==> config.mk <==
export PLATFORM = sky130hd
export DESIGN_NAME = shift_deser_rx_flat
export DESIGN_NICKNAME = d
export VERILOG_FILES = /design/src/rtl/shift_deser_rx_if.sv /design/src/rtl/shift_deser_rx.sv /design/src/flat_wrapper.sv
export SDC_FILE = /design/constraint.sdc
export NUM_CORES = 1
export LEC_CHECK = 0
export BUFFER_PORTS_ARGS = -buffer_cell sky130_fd_sc_hd__buf_2
export CORE_MARGIN = 2
export CORE_UTILIZATION = 24
export CTS_CLUSTER_SIZE = 28
export DETAILED_ROUTE_END_ITERATION = 8
export HOLD_SLACK_MARGIN = 0.02
export PLACE_DENSITY = 0.48
export SLEW_MARGIN = 5
export SYNTH_ARGS = -nofsm -noshare
export SYNTH_HDL_FRONTEND = slang
export SYNTH_SLANG_ARGS = --single-unit
==> constraint.sdc <==
create_clock -name clk -period 1.6 [get_ports clk]
set_input_delay 0.32 -clock clk [delete_from_list [all_inputs] [get_ports clk]]
set_output_delay 0.32 -clock clk [all_outputs]
set_load 0.01 [all_outputs]
==> src/rtl/shift_deser_rx_if.sv <==
// Parallel word port of the serial receiver.
//   q        : received word, held stable while q_valid=1 and not consumed
//   q_valid  : q holds an unconsumed word
//   q_ready  : consumer accepts q when q_valid and q_ready are both 1 at a clk edge
// Handshake: a word moves on a rising clk edge where q_valid=1 and q_ready=1.
// The producer never changes q while q_valid=1 unless that same edge is an accept.
// q_ready has no effect while q_valid=0.
interface shift_deser_rx_if #(
  parameter int N = 8
);
  logic [N-1:0] q;
  logic         q_valid;
  logic         q_ready;

  modport master (output q, output q_valid, input q_ready);
  modport slave  (input q, input q_valid, output q_ready);
endinterface

==> src/rtl/shift_deser_rx.sv <==
// Serial-in, parallel-out receiver for an MSB-first stream framed by sof.
// Ports:
//   clk        : rising-edge clock
//   rst        : asynchronous reset, active low
//   en         : bit strobe, SI/sof sampled only when en=1
//   SI         : serial data, MSB first
//   sof        : with en, marks the current SI bit as the word MSB
//   bus        : master side of the word port (q, q_valid, q_ready)
//   busy       : 1 while a frame is being received
//   overrun    : sticky, a completed word was dropped
//   frame_err  : sticky, a frame restarted over a partial word
//   err_clr    : synchronous clear of both sticky flags
//   state_o    : raw FSM state (0=IDLE, 1=RECV) for observation
module shift_deser_rx #(
  parameter int N = 8
) (
  input  logic                   clk,
  input  logic                   rst,
  input  logic                   en,
  input  logic                   SI,
  input  logic                   sof,
  shift_deser_rx_if.master       bus,
  output logic                   busy,
  output logic                   overrun,
  output logic                   frame_err,
  input  logic                   err_clr,
  output logic                   state_o
);

  localparam int CW = (N > 2) ? $clog2(N) : 1;

  typedef enum logic {IDLE = 1'b0, RECV = 1'b1} state_e;

  state_e         state_q, state_d;
  logic [N-1:0]   sr_q, sr_d;
  logic [CW-1:0]  cnt_q, cnt_d;
  logic [N-1:0]   word_q, word_d;
  logic           valid_q, valid_d;
  logic           ovr_q, ovr_d;
  logic           ferr_q, ferr_d;

  logic [N-1:0]   shifted;
  logic           complete;
  logic           ferr_set;
  logic           ovr_set;

  assign shifted = {sr_q[N-2:0], SI};

  always_ff @(posedge clk or negedge rst) begin
    if (!rst) begin
      state_q <= IDLE;
      sr_q    <= '0;
      cnt_q   <= '0;
      word_q  <= '0;
      valid_q <= 1'b0;
      ovr_q   <= 1'b0;
      ferr_q  <= 1'b0;
    end else begin
      state_q <= state_d;
      sr_q    <= sr_d;
      cnt_q   <= cnt_d;
      word_q  <= word_d;
      valid_q <= valid_d;
      ovr_q   <= ovr_d;
      ferr_q  <= ferr_d;
    end
  end

  // Framing FSM: bit collection and word completion.
  always_comb begin
    state_d  = state_q;
    sr_d     = sr_q;
    cnt_d    = cnt_q;
    complete = 1'b0;
    ferr_set = 1'b0;
    case (state_q)
      IDLE: begin
        if (en && sof) begin
          sr_d    = shifted;
          cnt_d   = CW'(1);
          state_d = RECV;
        end
      end
      RECV: begin
        if (en) begin
          sr_d = shifted;
          if (sof) begin
            // Restart: the partial word is abandoned, this bit is the new MSB.
            ferr_set = 1'b1;
            cnt_d    = CW'(1);
          end else if (cnt_q == CW'(N - 1)) begin
            complete = 1'b1;
            cnt_d    = '0;
            state_d  = IDLE;
          end else begin
            cnt_d = cnt_q + CW'(1);
          end
        end
      end
      default: state_d = IDLE;
    endcase
  end

  // Output word register and sticky flags.
  always_comb begin
    word_d  = word_q;
    valid_d = valid_q;
    ovr_set = 1'b0;
    if (complete) begin
      // An accept on the same edge frees the slot for the new word.
      if (!valid_q || bus.q_ready) begin
        word_d  = shifted;
        valid_d = 1'b1;
      end else begin
        ovr_set = 1'b1;
      end
    end else if (valid_q && bus.q_ready) begin
      valid_d = 1'b0;
    end
    // A set event on the same edge as err_clr keeps the flag set.
    ovr_d  = ovr_set  | (ovr_q  & ~err_clr);
    ferr_d = ferr_set | (ferr_q & ~err_clr);
  end

  assign bus.q       = word_q;
  assign bus.q_valid = valid_q;
  assign busy        = (state_q == RECV);
  assign overrun     = ovr_q;
  assign frame_err   = ferr_q;
  assign state_o     = state_q;

endmodule

==> src/flat_wrapper.sv <==
// flat-port wrapper written by rule: the top's interface ports become plain ports
module shift_deser_rx_flat 
#(
  parameter int N = 8
)
  (clk, rst, en, SI, sof, busy, overrun, frame_err, err_clr, state_o, bus_q, bus_q_valid, bus_q_ready);
  shift_deser_rx_if #(.N(N)) bus_i ();
  input  logic clk;
  input  logic rst;
  input  logic en;
  input  logic SI;
  input  logic sof;
  output logic busy;
  output logic overrun;
  output logic frame_err;
  input  logic err_clr;
  output logic state_o;
  output wire logic [$bits(bus_i.q)-1:0] bus_q;
  output wire logic [$bits(bus_i.q_valid)-1:0] bus_q_valid;
  input wire logic [$bits(bus_i.q_ready)-1:0] bus_q_ready;
  assign bus_q = bus_i.q;
  assign bus_q_valid = bus_i.q_valid;
  assign bus_i.q_ready = bus_q_ready;
  shift_deser_rx #(.N(N)) u_core (.clk(clk), .rst(rst), .en(en), .SI(SI), .sof(sof), .bus(bus_i), .busy(busy), .overrun(overrun), .frame_err(frame_err), .err_clr(err_clr), .state_o(state_o));
endmodule
# Yosys cells after proc, flatten, opt, wreduce, memory -nomap -nowiden

Index checks and enable logic that the tools add are counted.

Bits in registers: 22
Bits of input ports: 7
Output and inout bits: 13
Word-level logic and storage cells: 51

$add $sub $neg: 1
Eq/ne operators: 4
Multiplexer cells: 25
Bitwise operators: 6
Reduce and logical (&&, ||, !) cells: 8

Operators with widths:

| operator                                                        | count |
|---|---|
| 1-bit 2-to-1 mux                                                | 16 |
| 7-bit 2-to-1 mux                                                | 2 |
| 7-bit one-hot mux with 2 select lines                           | 1 |
| 3-bit 2-to-1 mux                                                | 4 |
| 3-bit one-hot mux with 2 select lines                           | 1 |
| 2-bit AND reduction                                             | 3 |
| 2-bit != test, second input constant                            | 2 |
| 3-bit by 1-bit adder with 3-bit output, second input constant   | 1 |
| 3-bit equality test, second input constant                      | 1 |
| 1-bit AND                                                       | 2 |
| 1-bit logical AND                                               | 2 |
| 2-bit by 1-bit != test with 1-bit output, second input constant | 1 |
| 1-bit NOT                                                       | 2 |
| 1-bit OR                                                        | 2 |
| 1-bit one-hot mux with 2 select lines                           | 1 |
| 2-bit nonzero test                                              | 1 |
| 1-bit zero test                                                 | 1 |
| 1-bit logical OR                                                | 1 |

# Longest topological paths before layout

Depth in word-level cells: 7
Gate-level depth with buffers: 6
Mapped depth without buffers: 5

# Least setup slack after synthesis

Ideal clock, no wire load.

Path kind: register to register
Start: reg u_core.cnt_q[0]
End: reg u_core.word_q[0] (netlist: u_core.bus.q[0])
Setup time: 0.125 ns
Data arrival time: 1.398 ns
Data required time: 1.475 ns
Setup slack: 0.077 ns
Stages on the path, launching flop included: 7
Path buffers: 1
Period minus slack after synthesis: 1.523 ns
Path through: dfrtp_1 ha_1 ha_1 nand4b_4 nor2b_2 buf_6 mux2_4

Cells in the longest elaborated chain, start to end: 6

RTL lines:

| element                       | RTL line             | source |
|---|---|---|
| start, declared               | shift_deser_rx.sv:36 | `logic [CW-1:0] cnt_q, cnt_d;` |
| start signal, assigned        | shift_deser_rx.sv:61 | `cnt_q <= cnt_d;` |
| 3-bit equality test           | shift_deser_rx.sv:91 | `end else if (cnt_q == CW'(N - 1)) begin` |
| 1-bit 2-to-1 mux              | shift_deser_rx.sv:91 |  |
| 1-bit 2-to-1 mux              | shift_deser_rx.sv:87 | `if (sof) begin` |
| 1-bit 2-to-1 mux              | shift_deser_rx.sv:85 | `if (en) begin` |
| 1-bit 2-to-1 mux              | shift_deser_rx.sv:76 | `case (state_q)` |
| 2-bit AND reduction (no line) | n/a                  |  |
| end signal, assigned          | shift_deser_rx.sv:62 | `word_q <= word_d;` |
| end, declared                 | shift_deser_rx.sv:37 | `logic [N-1:0] word_q, word_d;` |

No other way between the ends.
A chain may end at the register's enable or synchronous reset.

# Worst setup path in the final report

Start: reg u_core.cnt_q[0]
End: reg u_core.word_q[7] (netlist: u_core.bus.q[7])

The elaborated chain is that of the path after synthesis.

==> reports/results.tsv <==
metric	value	unit
outcome	finished, final reports clean	
Gate Count Post-Synth	68	
WL/cell	11.44	um
Clock Root Buffer	clkbuf_8	
H-tree Lvls	1	
Leakage Power	0.5978	nW
met2 GRT Util	12.75	%
Max clock buf depth	2	
Synth async-reset ratio	100.0	%
syn nets	77	
sequential area share after synthesis	56.41	%
FF-to-FF setup slack	0.06	ns
initial drt markers	13	
CP max FO	8	
vias in the first global route	594	
Residual DRC	0	
Post-CTS Hold Buffers	0	
RSZ-0062 raised after global routing	no	
Initial Utilization	24.75	%
final setup skew	0.006301	ns
Detail Route Antenna Nets	0	
die area	4593	sq um
Worst slew margin	67.93	%
Fillers	401	
largest net degree at the start of global routing	23	
DP Area	1136	sq um
peak supply drop	469.4	uV
Worst Reg-to-Reg Cells	6	
site row count	23	
fin cells	142	
clk sinks	22	
global-route track usage on met3	1.500	%
crit path from	u_core.cnt_q[0]$_DFFE_PN0P_	
I/O Buffers	19	
share of the synthesized area in the top cell type	56.41	%
core area	3943	sq um
global-route wire length before repair	2573	um
count leader, synth	dfrtp_1	
EDFF count, synth	0	
1st-pass router iterations	2	
drt total wl	1624	um
hold slack	0.004207	ns
nets@finish	102	
startpoint class of the critical path	register	
max-cap viol count	0	
PwrDens	1348	nW/um^2
fin. max-slew vios	0	
Setup TNS Final	0	ns
cell taking the most area after synthesis	dfrtp_1	
Synth top cells by count	dfrtp_1, mux2_4, mux2_2	
drt via density	4.289	
Worst Setup EP	u_core.bus.q[7]$_DFFE_PN0P_	
Synth area leaders	dfrtp_1, mux2_4, mux2_2	
RR Startpoint	u_core.cnt_q[0]$_DFFE_PN0P_	
Yosys warnings	0	
Hold WC Path Type	input pin to async pin	
global routing's busiest layer	met2	
routing usage on met1	9.072	%
Detailed Place HPWL	1216	um
CTS tree	yes	
vias	609	
Setup violations, final	0	
CP Class	register to register	
worst slack, placed	0.008611	ns
Final WS setup	0.06271	ns
CP arrival	1.68	ns
Placed Cells	137	
fmax	650.5	MHz
CP required	1.75	ns
Clk Latency, worst-skew pair	0.26	ns
Die Span Y	67.77	um
Hold Vio Cnt, Final	0	
Clock Pin Slew Worst Setup and Hold Paths	0.08	ns
area grow syn2layout	25.26	%
Avg Cell Area, Syn	14.35	sq um
period utilization	96.08	%
Post-Syn Area	975.9	sq um
reg2reg end	u_core.bus.q[7]$_DFFE_PN0P_	
grt total ovfl	0	
share of cells above drive strength 1	53.26	%
Worst Setup End Kind	register	
RePlAce Congestion	0.7625	
diodes inserted	0	
Die Wd	67.77	um
Final Instance Area	1222	sq um
synthesized flop and latch total	22	
Worst Max-Slew Pin Slew	0.4810	ns
TritonCTS Buffers	3	
distinct cell type count after synthesis	20	
predominant post-synthesis flop cell	dfrtp_1	
IO Pins	20	
initial antenna violation count	0	
All-Layer GR Usage	7.641	%
Min Clock Period, post-route	1.537	ns
==> cell type report <==
| type | count | area, sq um | area share [%] |
|---|---|---|---|
| well taps | 50 | 62.56 | 5.118 |
| clock inverters | 1 | 30.03 | 2.457 |
| inverters | 5 | 18.77 | 1.535 |
| clock buffers | 3 | 41.29 | 3.378 |
| flip-flops and latches | 22 | 550.5 | 45.04 |
| multi-input cells | 37 | 374.1 | 30.60 |
| repair buffers | 24 | 145.1 | 11.87 |
==> how the worst min path moves through the flow <==
stage / startpoint / end / depth (start not counted)
after floorplan: rst / u_core.bus.q[0]$_DFFE_PN0P_ / 0
after global placement: rst / u_core.bus.q[4]$_DFFE_PN0P_ / 1
after detailed placement: rst / u_core.bus.q[5]$_DFFE_PN0P_ / 1
after CTS: rst / u_core.bus.q[4]$_DFFE_PN0P_ / 1
after global routing: rst / u_core.bus.q[6]$_DFFE_PN0P_ / 1
final: rst / u_core.bus.q[4]$_DFFE_PN0P_ / 1
==> registers in the layout (all words and copies together), names as in the netlist <==
signal and count:
u_core.bus.q 8, u_core.bus.q_valid 1, u_core.busy 1, u_core.cnt_q 3, u_core.frame_err 1, u_core.overrun 1, u_core.sr_q 7
==> kinds of logic after synthesis <==
kind of cell | Yosys count | synth area share [%]
AO/OA/AOI/OAI | 9 | 6.667
multiplexers | 15 | 20.39
buffers and inverters | 9 | 6.025
AND/OR/NAND/NOR | 11 | 7.949
flip-flops | 22 | 56.41
adder cells (fa/ha/maj) | 2 | 2.564
==> layout by cell type (no fill, tap or decap), drive strengths merged <==
cell / n
buf: 24
dfrtp: 22
mux2: 15
inv: 5
nand2: 5
o22ai: 3
clkbuf: 3
o21ai: 3
nand3: 2
ha: 2
nand4b: 1
nand2b: 1
a22o: 1
o21a: 1
nor2b: 1
o32a: 1
nor3b: 1
bufinv: 1
==> stage by stage <==
step	util, %	power (mW)
after global placement	28.82	1.139
final	31.01	1.647
after detailed placement	28.82	1.158
after global routing	31.01	1.742
after floorplan	-	1.025
after CTS	30.63	1.675
==> power breakdown <==
part / switching [mW] / internal [mW] / total, mW
clock network: 0.176 / 0.334 / 0.510
logic: 0.144 / 0.213 / 0.358
registers: 0.0845 / 0.695 / 0.779
total: 0.405 / 1.24 / 1.65
==> metal layers <==
| metal | part of all wire, % | wire (um) | vias up |
|---|---|---|---|
| met5 | 0 | 0 | - |
| met2 | 50 | 812 | 14 |
| li1 | - | - | 282 |
| met1 | 44 | 718 | 310 |
| met3 | 4.2 | 69 | 3 |
| met4 | 1.4 | 23 | 0 |
==> worst max-delay path, cell delays in order, from the launching register on <==
cell      delay, ns
dfrtp_1        0.38
ha_1           0.16
ha_2           0.20
nand4b_4       0.11
nor2b_4        0.14
buf_12         0.14
mux2_4         0.29
==> what timing repair did <==
| action | in CTS | in global routing |
|---|---|---|
| setup endpoints to repair | 0 | 8 |
| resized for setup | 0 | 2 |
| buffers inserted | 0 | 1 |
No activity file was read; power rests on OpenSTA's default activity.
